`src/rtl/sram_arb_pkg.sv`:
```
// Shared types and constants for the SRAM port arbiter.
//   owner_e    : which requester owns the arbiter's burst history
//   sram_cmd_t : one SRAM command (write enable, word address, write data)
//   RD_LAT     : SRAM read latency in cycles (data valid RD_LAT after the strobe)
//   cnt_bump() : saturating increment for the CPU burst counter
package sram_arb_pkg;

  typedef enum logic [1:0] {
    IDLE = 2'd0,
    CPU  = 2'd1,
    DMA  = 2'd2
  } owner_e;

  // Geometry of the attached SRAM; the command struct is sized to it, so the
  // arbiter's ADDR_W/DATA_W must not exceed these.
  localparam int SRAM_ADDR_W = 8;
  localparam int SRAM_DATA_W = 32;

  typedef struct packed {
    logic                   we;
    logic [SRAM_ADDR_W-1:0] addr;
    logic [SRAM_DATA_W-1:0] wdata;
  } sram_cmd_t;

  localparam int RD_LAT = 1;

  function automatic logic [3:0] cnt_bump(input logic [3:0] cnt, input logic [3:0] limit);
    return (cnt >= limit) ? limit : cnt + 4'd1;
  endfunction

endpackage

```
`src/rtl/sram_rd_tag_pipe.sv`:
```
// Read-return tag pipeline. Every issued read carries a valid bit and a 1-bit
// owner tag (1 = DMA) through two stages: the command register stage and the
// SRAM read-latency stage. The second stage lines up with sram_rd_data and
// produces the per-requester rvalid strobes.
//   clk, rst_n        : clock, synchronous active-low reset (flushes reads in flight)
//   issue_rd          : a read is being granted this cycle
//   issue_dma         : the granted read belongs to the DMA port
//   cpu_rvalid        : CPU read data valid this cycle
//   dma_rvalid        : DMA read data valid this cycle
module sram_rd_tag_pipe (
  input  logic clk,
  input  logic rst_n,
  input  logic issue_rd,
  input  logic issue_dma,
  output logic cpu_rvalid,
  output logic dma_rvalid
);

  logic vld_p0_q, vld_p0_d, vld_p1_q, vld_p1_d;
  logic dma_p0_q, dma_p0_d, dma_p1_q, dma_p1_d;

  always_comb begin
    vld_p0_d = issue_rd;
    dma_p0_d = issue_dma;
    vld_p1_d = vld_p0_q;
    dma_p1_d = dma_p0_q;
  end

  // p0: command registered onto the SRAM port; p1: SRAM data returned
  always_ff @(posedge clk) begin
    if (!rst_n) begin
      vld_p0_q <= 1'b0;
      dma_p0_q <= 1'b0;
      vld_p1_q <= 1'b0;
      dma_p1_q <= 1'b0;
    end else begin
      vld_p0_q <= vld_p0_d;
      dma_p0_q <= dma_p0_d;
      vld_p1_q <= vld_p1_d;
      dma_p1_q <= dma_p1_d;
    end
  end

  // A read whose data would land in a reset cycle is dropped.
  assign cpu_rvalid = vld_p1_q & ~dma_p1_q & rst_n;
  assign dma_rvalid = vld_p1_q &  dma_p1_q & rst_n;

endmodule

```
`src/rtl/sram_port_arbiter.sv`:
```
// Shares the single SRAM port between the CPU load/store path and the DMA
// loader port. At most one access is granted per cycle using weighted
// round-robin favouring the CPU (up to CPU_BURST consecutive CPU grants while
// DMA waits, never two consecutive DMA grants while CPU waits). A grant in
// cycle N drives the sram_* command in N+1; read data returns to the issuing
// requester in N+2.
//   clk, rst_n                      : clock, synchronous active-low reset
//   cpu_req/we/addr/wdata, cpu_gnt  : CPU request channel and grant
//   cpu_rvalid, cpu_rdata           : CPU read return
//   dma_*                           : same set for the DMA port
//   sram_raddr, sram_rd             : SRAM read command
//   sram_waddr, sram_wr, sram_wr_data : SRAM write command
//   sram_rd_data                    : SRAM read data, one cycle after sram_rd
module sram_port_arbiter
  import sram_arb_pkg::*;
#(
  parameter int ADDR_W    = SRAM_ADDR_W,
  parameter int DATA_W    = SRAM_DATA_W,
  parameter int CPU_BURST = 2
) (
  input  logic              clk,
  input  logic              rst_n,
  input  logic              cpu_req,
  input  logic              cpu_we,
  input  logic [ADDR_W-1:0] cpu_addr,
  input  logic [DATA_W-1:0] cpu_wdata,
  output logic              cpu_gnt,
  output logic              cpu_rvalid,
  output logic [DATA_W-1:0] cpu_rdata,
  input  logic              dma_req,
  input  logic              dma_we,
  input  logic [ADDR_W-1:0] dma_addr,
  input  logic [DATA_W-1:0] dma_wdata,
  output logic              dma_gnt,
  output logic              dma_rvalid,
  output logic [DATA_W-1:0] dma_rdata,
  output logic [ADDR_W-1:0] sram_raddr,
  output logic              sram_rd,
  output logic [ADDR_W-1:0] sram_waddr,
  output logic              sram_wr,
  output logic [DATA_W-1:0] sram_wr_data,
  input  logic [DATA_W-1:0] sram_rd_data
);

  localparam logic [3:0] BURST = 4'(CPU_BURST);

  owner_e            owner_q, owner_d;
  logic [3:0]        cnt_q, cnt_d;
  logic              grant_cpu, grant_dma, issue;
  sram_cmd_t         cmd;

  logic              sram_rd_q, sram_rd_d, sram_wr_q, sram_wr_d;
  logic [ADDR_W-1:0] sram_raddr_q, sram_raddr_d, sram_waddr_q, sram_waddr_d;
  logic [DATA_W-1:0] sram_wr_data_q, sram_wr_data_d;
  logic [DATA_W-1:0] cpu_rdata_q, cpu_rdata_d, dma_rdata_q, dma_rdata_d;

  // Arbitration: grants are combinational from req and registered owner/cnt.
  always_comb begin
    grant_cpu = 1'b0;
    grant_dma = 1'b0;
    owner_d   = IDLE;
    cnt_d     = 4'd0;
    if (rst_n) begin
      unique case ({cpu_req, dma_req})
        2'b10: begin
          grant_cpu = 1'b1;
          owner_d   = CPU;
          cnt_d     = (owner_q == CPU) ? cnt_bump(cnt_q, BURST) : 4'd1;
        end
        2'b01: begin
          grant_dma = 1'b1;
          owner_d   = DMA;
          cnt_d     = (owner_q == DMA) ? cnt_bump(cnt_q, BURST) : 4'd1;
        end
        2'b11: begin
          // CPU keeps the port until its burst allowance is used up; DMA
          // then gets exactly one slot before CPU wins again.
          if (owner_q == CPU && cnt_q >= BURST) begin
            grant_dma = 1'b1;
            owner_d   = DMA;
            cnt_d     = 4'd1;
          end else begin
            grant_cpu = 1'b1;
            owner_d   = CPU;
            cnt_d     = (owner_q == CPU) ? cnt_bump(cnt_q, BURST) : 4'd1;
          end
        end
        default: begin
          owner_d = IDLE;
          cnt_d   = 4'd0;
        end
      endcase
    end
  end

  assign cpu_gnt = grant_cpu;
  assign dma_gnt = grant_dma;
  assign issue   = grant_cpu | grant_dma;

  // Select the granted command; address/data registers only move when used.
  always_comb begin
    cmd = '0;
    if (grant_dma) begin
      cmd.we    = dma_we;
      cmd.addr  = SRAM_ADDR_W'(dma_addr);
      cmd.wdata = SRAM_DATA_W'(dma_wdata);
    end else if (grant_cpu) begin
      cmd.we    = cpu_we;
      cmd.addr  = SRAM_ADDR_W'(cpu_addr);
      cmd.wdata = SRAM_DATA_W'(cpu_wdata);
    end

    sram_wr_d      = issue &  cmd.we;
    sram_rd_d      = issue & ~cmd.we;
    sram_waddr_d   = sram_wr_d ? ADDR_W'(cmd.addr)  : sram_waddr_q;
    sram_wr_data_d = sram_wr_d ? DATA_W'(cmd.wdata) : sram_wr_data_q;
    sram_raddr_d   = sram_rd_d ? ADDR_W'(cmd.addr)  : sram_raddr_q;
  end

  // Return data passes straight through in its valid cycle and is held
  // afterwards, so the non-owner's rdata keeps its last value.
  always_comb begin
    cpu_rdata_d = cpu_rvalid ? sram_rd_data : cpu_rdata_q;
    dma_rdata_d = dma_rvalid ? sram_rd_data : dma_rdata_q;
  end

  assign cpu_rdata = cpu_rdata_d;
  assign dma_rdata = dma_rdata_d;

  // p0: grant registered onto the SRAM command port
  always_ff @(posedge clk) begin
    if (!rst_n) begin
      owner_q        <= IDLE;
      cnt_q          <= 4'd0;
      sram_rd_q      <= 1'b0;
      sram_wr_q      <= 1'b0;
      sram_raddr_q   <= '0;
      sram_waddr_q   <= '0;
      sram_wr_data_q <= '0;
      cpu_rdata_q    <= '0;
      dma_rdata_q    <= '0;
    end else begin
      owner_q        <= owner_d;
      cnt_q          <= cnt_d;
      sram_rd_q      <= sram_rd_d;
      sram_wr_q      <= sram_wr_d;
      sram_raddr_q   <= sram_raddr_d;
      sram_waddr_q   <= sram_waddr_d;
      sram_wr_data_q <= sram_wr_data_d;
      cpu_rdata_q    <= cpu_rdata_d;
      dma_rdata_q    <= dma_rdata_d;
    end
  end

  assign sram_rd      = sram_rd_q;
  assign sram_wr      = sram_wr_q;
  assign sram_raddr   = sram_raddr_q;
  assign sram_waddr   = sram_waddr_q;
  assign sram_wr_data = sram_wr_data_q;

  sram_rd_tag_pipe u_tag_pipe (
    .clk        (clk),
    .rst_n      (rst_n),
    .issue_rd   (sram_rd_d),
    .issue_dma  (grant_dma),
    .cpu_rvalid (cpu_rvalid),
    .dma_rvalid (dma_rvalid)
  );

endmodule

```
`config.mk`:
```
export PLATFORM = sky130hd
export DESIGN_NAME = sram_port_arbiter
export DESIGN_NICKNAME = d
export VERILOG_FILES = /design/src/rtl/sram_arb_pkg.sv /design/src/rtl/sram_rd_tag_pipe.sv /design/src/rtl/sram_port_arbiter.sv
export SDC_FILE = /design/constraint.sdc
export NUM_CORES = 1
export LEC_CHECK = 0
export CORE_AREA = 2 2 96 168
export DETAILED_ROUTE_END_ITERATION = 12
export DIE_AREA = 0 0 98 170
export PLACE_DENSITY_LB_ADDON = 0.05
export SYNTH_ARGS = -nofsm -noshare
export SYNTH_HDL_FRONTEND = slang
export SYNTH_HIERARCHICAL = 1
export SYNTH_SLANG_ARGS = --single-unit
export TNS_END_PERCENT = 50
```
`constraint.sdc`:
```
create_clock -name clk -period 1.99 [get_ports clk]
set_input_delay 0.4975 -clock clk [delete_from_list [all_inputs] [get_ports clk]]
set_output_delay 0.4975 -clock clk [all_outputs]
set_load 0.01 [all_outputs]
```
Yosys cells after proc, flatten, opt, wreduce, memory -nomap -nowiden
Index checks and enable logic that the tools add are counted.
{"block": "classes", "bitwise_logic": 9, "n_addsub": 1, "n_mux": 17, "n_eq_ne": 5, "magnitude_cmp": 1, "n_reduce_logical": 1}
{"op": "$mux W41", "count": 2}
{"op": "$mux W32", "count": 2}
{"op": "$mux W4", "count": 4}
{"op": "$pmux W4 S3", "count": 1}
{"op": "$and A1 B1 Y1", "count": 6}
{"op": "$eq A2 B2 Y1 const B", "count": 3}
{"op": "$pmux W2 S3", "count": 1}
{"op": "$add A4 B1 Y4 const B", "count": 1}
{"op": "$eq A2 B1 Y1 const B", "count": 2}
{"op": "$ge A4 B2 Y1 const B", "count": 1}
{"op": "$mux W1", "count": 4}
{"op": "$pmux W1 S2", "count": 2}
{"op": "$mux W2", "count": 1}
{"op": "$not A1 Y1", "count": 2}
{"op": "$logic_and A1 B1 Y1", "count": 1}
{"op": "$or A1 B1 Y1", "count": 1}
{"block": "totals", "register_bits": 123, "in_bits": 118, "out_inout_bits": 118, "word_cells": 46}

Longest topological paths before layout
{"block": "depth", "word_depth": 9, "mapped_depth": 8, "depth_no_buf": 7}

Hierarchy
Netlist, hierarchy kept.
{"mod": "sram_port_arbiter", "cells_per_inst": 474, "area_each_um2": 4987.3, "instances": 1, "seq_area_each_um2": 2402.3}
{"mod": "sram_rd_tag_pipe", "cells_per_inst": 10, "area_each_um2": 125.1, "instances": 1, "seq_area_each_um2": 80.1}

Worst setup path before layout
Ideal clock, no wire load.
{"block": "synth_timing", "kind": "flip-flop to output port", "startpoint": "register cnt_q[0]", "endpoint": "output port cpu_gnt", "required_time_ns": 1.492, "n_path_buf": 1, "arrival_time_ns": 1.728, "setup_slack_ns": -0.236, "path_stages_with_launch": 7, "path_cell_list": "dfxtp_1 -> inv_1 -> ha_1 -> or4_4 -> a31oi_2 -> buf_2 -> and2_1"}
{"block": "synth_via", "elab_chain_len": 5}
{"item": "start: declaration", "line": "sram_port_arbiter.sv:48", "rtl": "logic [3:0] cnt_q, cnt_d;"}
{"item": "start signal: assignment", "line": "sram_port_arbiter.sv:144", "rtl": "cnt_q <= cnt_d;"}
{"item": "$ge A4 B2 Y1", "line": "sram_port_arbiter.sv:78", "rtl": "if (owner_q == CPU && cnt_q >= BURST) begin"}
{"item": "$logic_and A1 B1 Y1", "line": "sram_port_arbiter.sv:78"}
{"item": "$mux W1", "line": "sram_port_arbiter.sv:78"}
{"item": "$pmux W1 S2", "line": "sram_port_arbiter.sv:64", "rtl": "unique case ({cpu_req, dma_req})"}
{"item": "$mux W1", "line": "sram_port_arbiter.sv:63", "rtl": "if (rst_n) begin"}
{"item": "end: declaration", "line": "sram_port_arbiter.sv:27", "rtl": "output logic cpu_gnt,"}
Every way passes these cells.

Worst setup path in the final report
Ends and elaborated chain as after synthesis.

==> metrics.cfg <==
[synthesis]
yosysTopAreaCellShare_pct=48.56
syn_area_per_cell_um2=10.56
synthAdderAreaFrac_pct=0.4895
synthTopCellsByArea=dfxtp_1 (49%), mux2_2 (14%), and2_1 (8.4%)
yosys-top-cells-count=dfxtp_1 (124), and2_1 (69), mux2_2 (64), a21oi_1 (50), o31ai_1 (49)
synthFlopType=dfxtp_1
synth_compound_area_share_pct=20.90
async_reset_ff_share_pct=0
synthDistinctLibCells=34
synth_simple_gate_area_share_pct=11.63
syn-num-nets=604
yosysTopAreaCell=dfxtp_1
synthMuxAreaShare_pct=14.10
synth_xor_xnor_area_share_pct=0
synthMostInstantiatedCell=dfxtp_1
synth_top_family_by_area=compound AO/OA/AOI/OAI gates
ys_warn_count=6
synth_edf_count=0
ys_ff_latch=124
syn_inst=484
synth_area_mm2=0.005112
synth-seq-area-share_pct=48.56

[sta]
tightest_slew_ns=0.7535
rsz0062_at_grt=yes
fmax_mhz=428.2
finalHoldViolCount=0
setup_viol=88
maxSlewViolCount=0
fin_skew_ns=0.007300
period_needed_ns=2.335
timing.final.ws_setup_ns=-0.3452
finalCritPeriodShare_pct=117.3
max-slew-margin-rel_pct=49.77

[grt]
overflow=0
grt_pass1_vias=5033
grt_pass1_wl_mm=26.40
antenna_found_initial=0
grt_usage_pct=19.96
grt_max_degree=91

[hold_path]
min_path_type=register to register

[critical_path]
worstSetupPathType=register to primary output
cp_slowest_stage_delay_ns=0.50
crit_chain=inv_2 -> ha_4 -> or4_4 -> a31oi_4 -> and2_4 -> buf_6
cp_max_fo=2
cp-start-kind=register
critical_path_buf_inv_count=2
cp-end-kind=primary output
cp.required_ns=1.49
cp_top_family=simple AND/OR/NAND/NOR gates
slowest_stage=or4_4
arrival_ns=1.84

[routing]
drtIter0Drc=121
antenna_left=0
drc=0
wirelength_mm=17.33
via_count=4874
viasPerCell=5.114
first_pass_iters=6
post_drt_wl_per_cell_um=18.18

[power_and_ir_drop]
power_uw=6793
ir_worst_vdd_mv=0.5337
p_leak_uw=0.003797
p_per_area_mw_per_mm2=731.5

[place]
dp_cells=892
dpl.hpwl_mm=11.20
routabilityCongestion=0.8008
port_buffers=235
place_area_mm2=0.007859

[clock_tree]
path_clk_slew_ns=0.06
htreeDepth=4
ctsLongestPathBuffers=2
cts_tree=built
cts_root_buf=clkbuf_16
postCtsHoldBufs=0
clkLatencyLatePin_ns=0.41
cts.sinks=124
cts_buffers=17

[cells_and_area]
drive_gt1_share_pct=34.03
area_growth_pct=81.62
n_antenna_cell=0
final_cells=953
nNetsFinal=874
final_cell_area_mm2=0.009285

[die]
core_area_mm2=0.01524
die_w_um=98
die_height_um=170
io_pins=236
rows=60
dieArea_mm2=0.01666
start_util_pct=33.55

[run_status]
violations=setup timing
status=finished, violations left

[run]
maxCapViolCount=0

==> layout make-up <==
class,instances,area [µm²]
multi-input combinational,307,2755
timing repair buffer,301,3202
inverter,3,11.26
fill,1287,5954
tap,186,232.7
clock buffer,18,439.2
sequential,124,2487
clock inverter,14,157.7
==> state kept, by name (all words and copies together), names as in the netlist, 2 cells and up <==
name,cells
owner_q,2
sram_waddr,8
sram_raddr,8
cnt_q,4
sram_wr_data,32
dma_rdata_q,32
cpu_rdata_q,32
==> layout by cell type, fill, tap and decap left out, types with 3 or more instances in the layout <==
master / instances
buf_6: 87
clkinvlp_4: 3
dfxtp_2: 4
inv_6: 6
and2_2: 4
buf_12: 6
a21oi_1: 50
mux2_4: 64
and2_1: 67
o31ai_1: 47
clkbuf_16: 17
buf_4: 31
buf_16: 5
a32oi_1: 38
buf_8: 4
nand2_1: 5
dfxtp_1: 120
clkdlybuf4s50_1: 165
==> what timing repair did <==
action,4_1_cts,5_1_grt
cloned,6,0
buffers inserted,18,10
gates resized for setup,425,40
pin swaps,6,4
setup endpoints to repair,119,119
==> stage by stage <==
step | TNS (ns) | util (%) | hold slack (ns) | setup WS, ns
2_1_floorplan | -0.3666 | - | 0.4263 | -0.1312
3_3_place_gp | -33.86 | 51.57 | 0.4450 | -0.4383
3_5_place_dp | -36.87 | 51.57 | 0.4431 | -0.4620
4_1_cts | -14.64 | 60.18 | 0.4527 | -0.3720
5_1_grt | -20.18 | 60.93 | 0.4543 | -0.4222
6_report | -12.86 | 60.93 | 0.4446 | -0.3452
==> worst register-to-register path, stage by stage (launching register included) <==
cell	delay [ns]
dfxtp_2	0.33
inv_2	0.05
ha_4	0.15
or4_4	0.50
buf_4	0.18
a31oi_4	0.18
buf_6	0.14
buf_12	0.18
o31ai_1	0.11
a21oi_1	0.16
==> where the power goes <==
part | leakage (µW) | internal, µW | total [µW] | switching [µW]
clock network | 0.000285 | 1900 | 3100 | 1200
registers | 0.00101 | 2590 | 2650 | 58.0
logic | 0.00250 | 597 | 1040 | 444
total | 0.00380 | 5090 | 6790 | 1700
==> cells by family after synthesis <==
kind of cell | after synthesis
AOI/OAI and AO/OA | 148
DFF | 124
and+or+nand+nor | 92
muxes | 64
buffers and inverters | 53
adders and majority gates | 2
other | 1
==> layer usage <==
metal,track usage (%),up-vias,wire length [µm]
li1,-,2332,-
met2,38.30,210,9558
met1,20.39,2319,6361
met5,0,-,0
met4,5.314,0,179
met3,6.612,13,1226
==> final timing paths <==
check / cells after the start / from / slack [ns] / end
min reg2reg: 1 / u_tag_pipe/vld_p0_q / 0.44 / u_tag_pipe/vld_p1_q
min: 1 / u_tag_pipe/vld_p0_q / 0.44 / u_tag_pipe/vld_p1_q
max reg2reg: 9 / cnt_q[0] / -0.03 / sram_wr_data[20]
max: 6 / cnt_q[0] / -0.35 / cpu_gnt
(Power assumes the default switching activity.)
==> variant 1: new RTL, same flow settings <==
Set the package constant `SRAM_DATA_W` to 16 (it was 32).
--- a/src/rtl/sram_arb_pkg.sv
+++ b/src/rtl/sram_arb_pkg.sv
@@ -15,5 +15,5 @@
   // arbiter's ADDR_W/DATA_W must not exceed these.
   localparam int SRAM_ADDR_W = 8;
-  localparam int SRAM_DATA_W = 32;
+  localparam int SRAM_DATA_W = 16;
 
   typedef struct packed {
Ports: changed (6 resized); port bits go from 236 to 140. The function was not compared with the original's and may differ.
==> variant 1 against the original RTL <==
Global-route usage down 6.4 points. Wire length is 31% lower. The flow still finishes with violations (setup timing). Setup slack lost 0.053 ns. Sequential cell count shrank 48. Power is 42% lower. Final area down 35%. Critical path depth is the same. Clock skew barely moved. Sequential share of layout area decreased by 1.5 points. Critical endpoint unchanged. Utilization shrank 21 points. Area after synthesis shrank 38%. Largest cell class unchanged.
==> variant 1: results (changes against the original RTL) <==
| Quantity | Value | Delta |
|---|---|---|
| Outcome | complete, but fails checks |  |
| Violated checks | setup timing |  |
| Pin count of the biggest net entering global routing | 46 | -49% |
| Clock latency of the later-clocked register in the worst-skew pair | 0.33 ns | -0.08 ns |
| Leakage dissipation | 2.436 nW | -36% |
| Number of DRC violations after detailed-routing iteration 0 | 87 | -28% |
| Share of post-route cells with drive strength above 1 | 37.88% | +3.8 points |
| Number of library cell types mapped by synthesis | 33 | -2.9% |
| Maximum level of the CTS H-tree | 3 | -1 |
| Total nets after synthesis | 376 | -38% |
| Post-place instance area | 5021 µm² | -36% |
| Inst Count DP | 633 | -29% |
| Gp weighted congestion | 0.7514 | -6.2% |
| Aggregate negative setup slack | -5.291 ns | +7.565 ns |
| Min-delay worst type | register to register |  |
| Root Buffer Master | sky130_fd_sc_hd__clkbuf_16 |  |
| Post-synthesis adder-cell area fraction | 0.7834% | +0.29 points |
| Register area share after synthesis | 47.63% | -0.93 points |
| First drt pass iteration count | 4 | -2 |
| Post-layout worst setup margin | -0.3984 ns | -0.05323 ns |
| Data arrival time of the critical path | 1.89 ns | +0.05 ns |
| Final std cells w/o fill | 685 | -28% |
| Routed vias/inst | 4.488 | -12% |
| Post-synthesis compound-gate area fraction | 23.35% | +2.4 points |
| Synth top area cells | sky130_fd_sc_hd__dfxtp_1 (48%), sky130_fd_sc_hd__mux2_2 (11%), sky130_fd_sc_hd__o31ai_1 (7.8%) |  |
| Number of clock buffers inserted by TritonCTS | 9 | -8 |
| Top flip-flop cell by instance count after synthesis | sky130_fd_sc_hd__dfxtp_1 |  |
| Post-CTS Resized | 216 | -49% |
| Worst VDD drop | 326.1 µV | -39% |
| Average size of a mapped cell | 10.51 µm² | -0.52% |
| Number of buffers added on ports | 139 | -41% |
| Pre-CTS setup slack | -0.6054 ns | -0.1434 ns |
| Total Routing Usage GR | 13.58% | -6.4 points |
| CP delay by family, top | simple AND/OR/NAND/NOR gates |  |
| Ys async rst share | 0% | unchanged |
| Count of flip-flops with a built-in enable after synthesis | 0 | unchanged |
| Total half-perimeter wirelength after legalization and detailed placement | 7823 µm | -30% |
| Post-CTS Setup Repair Bufs | 19 | +1 |
| Register clock-pin slew on the reported worst setup and hold paths | 0.06 ns | about the same |
| Via count of the first global-routing pass | 3141 | -38% |
| First-pass GRT wire length | 17440 µm | -34% |
| Number of failing setup endpoints in the final timing report | 57 | -35% |
| Startpoint of the worst hold path | u_tag_pipe/dma_p0_q |  |
| Number of nets in the layout | 566 | -35% |
| Layout Skew | 0.007178 ns | -0.0001224 ns |
| List of most frequent post-synthesis cells | sky130_fd_sc_hd__dfxtp_1 (76), sky130_fd_sc_hd__and2_1 (37), sky130_fd_sc_hd__a21oi_1 (34) |  |
| Routed wire length | 11990 µm | -31% |
| Mux share of post-synthesis cell area | 11.28% | -2.8 points |
## variant 1: changes by cell type after synthesis
cell / unedited run / this run
sky130_fd_sc_hd__a21oi_1: 50 / 34
sky130_fd_sc_hd__a31oi_2: 2 / 0
sky130_fd_sc_hd__a31oi_4: 0 / 2
sky130_fd_sc_hd__a32oi_1: 40 / 24
sky130_fd_sc_hd__and2_1: 69 / 37
sky130_fd_sc_hd__buf_1: 7 / 0
sky130_fd_sc_hd__buf_2: 12 / 10
sky130_fd_sc_hd__buf_4: 1 / 0
sky130_fd_sc_hd__buf_6: 0 / 1
sky130_fd_sc_hd__clkbuf_1: 30 / 19
sky130_fd_sc_hd__dfxtp_1: 124 / 76
sky130_fd_sc_hd__mux2_2: 64 / 32
sky130_fd_sc_hd__o31ai_1: 49 / 33
## variant 1: final cells by class
type | count | area, µm²
Clock buffer | 11 | 242.7
Clock inverter | 5 | 36.28
Fill cell | 1535 | 9200
Inverter | 3 | 11.26
Multi-Input combinational cell | 195 | 1764
Sequential cell | 76 | 1526
Tap cell | 186 | 232.7
Timing Repair Buffer | 209 | 2226
## variant 1: worst paths after layout
check | endpoint | slack [ns] | cells after the start
min reg2reg | u_tag_pipe/dma_p1_q | 0.45 | 1
max | cpu_gnt | -0.40 | 6
min | u_tag_pipe/dma_p1_q | 0.45 | 1
max reg2reg | sram_raddr[4] | -0.17 | 10
## variant 1: report_power, final
group / internal (mW) / switching [mW] / total, mW
registers: 1.60 / 0.0381 / 1.63
logic: 0.451 / 0.337 / 0.788
clock network: 0.881 / 0.661 / 1.54
total: 2.93 / 1.04 / 3.96
## variant 1: per-layer routing
metal	GRT usage [%]	part of all wire [%]	vias up
met5	0	0	-
met4	7.005	2.2	0
met3	3.491	5.0	16
met2	23.88	55	103
met1	14.90	38	1449
li1	-	-	1506
==> variant 2: new RTL, same flow settings <==
Without the edit above. Re-encode `owner_e` (3 values) as one-hot, 3 bits wide.
--- a/src/rtl/sram_arb_pkg.sv
+++ b/src/rtl/sram_arb_pkg.sv
@@ -6,8 +6,8 @@
 package sram_arb_pkg;
 
-  typedef enum logic [1:0] {
-    IDLE = 2'd0,
-    CPU  = 2'd1,
-    DMA  = 2'd2
+  typedef enum logic [2:0] {
+    IDLE = 3'b001,
+    CPU  = 3'b010,
+    DMA  = 3'b100
   } owner_e;
 
Behaviour: no difference found for any inputs over 10 cycles, from zero or initial values and one cycle with rst_n low; not proved beyond that.
==> variant 2 against the original RTL <==
The run still ends with setup timing left. Utilization decreased by 2.3 points. Area after synthesis fell by 3.8%. Final area down 3.8%. Global-route usage fell by 2.4 points. Fmax up 5.5%. Non-clock buffer count is 8 lower. Setup slack better by 0.12 ns. Sequential cell count rose by 1. Synthesized cell count down 2.1%. First-iteration DRC count down 42%. Final cell count decreased by 1.0%. Clock power is 1% lower. Wire length down 8.0%. Power down 3.5%.
==> variant 2: results (changes against the original RTL) <==
| Quantity | Value | Delta |
|---|---|---|
| Gp weighted congestion | 0.7419 | -7.4% |
| Share of post-route cells with drive strength above 1 | 32.50% | -1.5 points |
| Synth top area cells | sky130_fd_sc_hd__dfxtp_1 (51%), sky130_fd_sc_hd__mux2_2 (15%), sky130_fd_sc_hd__and2_1 (8.4%) |  |
| Number of DRC violations after detailed-routing iteration 0 | 70 | -42% |
| Post-CTS Setup Repair Bufs | 11 | -7 |
| Post-layout worst setup margin | -0.2235 ns | +0.1217 ns |
| Reg2Reg Setup Slack | -0.14 ns | -0.11 ns |
| Worst reg2reg path startpoint | owner_q[2] |  |
| Worst VDD drop | 493.5 µV | -7.5% |
| Layout Skew | 0.01064 ns | +0.003338 ns |
| Routed wire length | 15940 µm | -8.0% |
| Total nets after synthesis | 594 | -1.7% |
| Startpoint of the worst hold path | u_tag_pipe/vld_p0_q |  |
| Number of nets in the layout | 864 | -1.1% |
| Outcome | complete, but fails checks |  |
| Worst R2R End | sram_waddr[1] |  |
| Number of failing setup endpoints in the final timing report | 106 | +20% |
| Post-synthesis compound-gate area fraction | 16.15% | -4.7 points |
| Hold_ws | 0.4416 ns | -0.002980 ns |
| Post-CTS Resized | 398 | -6.4% |
| Count of fill cells added during filler insertion | 1336 | +3.8% |
| Ys async rst share | 0% | unchanged |
| CP delay by family, top | buffers and inverters |  |
| Hold violation count in the final report | 0 | unchanged |
| Crit path max-delay cell type | sky130_fd_sc_hd__dfxtp_2 |  |
| Post-DRT Antenna Nets | 0 | unchanged |
| Number of buffers added on ports | 235 | unchanged |
| Via count of the first global-routing pass | 4698 | -6.7% |
| Total Routing Usage GR | 17.57% | -2.4 points |
| Depth of the worst register-to-register path | 8 | -1 |
| Data arrival time of the critical path | 1.72 ns | -0.12 ns |
| Maximum fanout along the worst path | 6 | +4 |
| Pin count of the biggest net entering global routing | 50 | -45% |
| List of most frequent post-synthesis cells | sky130_fd_sc_hd__dfxtp_1 (125), sky130_fd_sc_hd__and2_1 (66), sky130_fd_sc_hd__mux2_2 (64) |  |
| Crit-path max cell delay | 0.31 ns | -0.19 ns |
| Post-synthesis adder-cell area fraction | 0.5088% | +0.019 points |
| Register area share after synthesis | 50.88% | +2.3 points |
| Number of vias in the routed layout | 4572 | -6.2% |
| First-pass GRT wire length | 23710 µm | -10% |
| Final cycle utilization of the critical path | 111.2% | -6.1 points |
| Number of buffers on the longest clock path | 2 | unchanged |
| Total half-perimeter wirelength after legalization and detailed placement | 10160 µm | -9.3% |
| Violated checks | setup timing |  |
| Min-delay worst type | register to register |  |
| First drt pass iteration count | 4 | -2 |
| Leakage dissipation | 3.706 nW | -2.4% |
| Number of library cell types mapped by synthesis | 35 | +2.9% |
| Mux share of post-synthesis cell area | 14.65% | +0.56 points |
-- variant 2: cell types whose count changed after synthesis, sizes merged, moves of 31 or more --
cell	change
a221oi	+31
o31ai	-49
a32oi	-39
a21oi	-38
o21ai	+49
nor2	+35
-- variant 2: metal layers --
metal | GRT usage, % | vias up | wire [µm] | share of wire [%]
met4 | 5.676 | 0 | 202 | 1.3
met5 | 0 | - | 0 | 0
met1 | 19.27 | 2158 | 6035 | 38
met2 | 32.19 | 177 | 8745 | 55
met3 | 5.092 | 11 | 955 | 6.0
li1 | - | 2226 | - | -
-- variant 2: power breakdown --
| group | switching [mW] | internal [mW] |
|---|---|---|
| logic | 0.342 | 0.517 |
| registers | 0.0444 | 2.59 |
| clock network | 1.14 | 1.91 |
-- variant 2: per-stage QoR --
stage	worst slack, ns	cell area (µm²)	cells	setup TNS [ns]
after floorplan	-0.08436	4942	474	-0.3567
after global placement	-0.5281	7580	881	-48.48
after detailed placement	-0.5263	7580	881	-50.76
after CTS	-0.3195	8564	927	-15.19
after global routing	-0.2747	8934	943	-21.56
final	-0.2235	8934	943	-15.01
-- variant 2: how the worst max path moves through the flow --
stage	endpoint	startpoint
4_1_cts	cpu_rdata[19]	u_tag_pipe/dma_p1_q
5_1_grt	cpu_rdata[11]	u_tag_pipe/dma_p1_q
2_1_floorplan	dma_gnt	owner_q[1]
6_report	cpu_rdata[16]	u_tag_pipe/dma_p1_q
3_3_place_gp	cpu_gnt	dma_req
3_5_place_dp	sram_wr_data[15]	dma_req
-- variant 2: area by class of cell --
class	count	area, µm²	area share (%)
tap	186	232.7	2.605
clock buffer	19	452.9	5.070
timing repair buffer	293	3078	34.45
inverter	5	21.27	0.2381
clock inverter	13	140.1	1.569
sequential	125	2511	28.11
multi-input combinational	302	2497	27.96
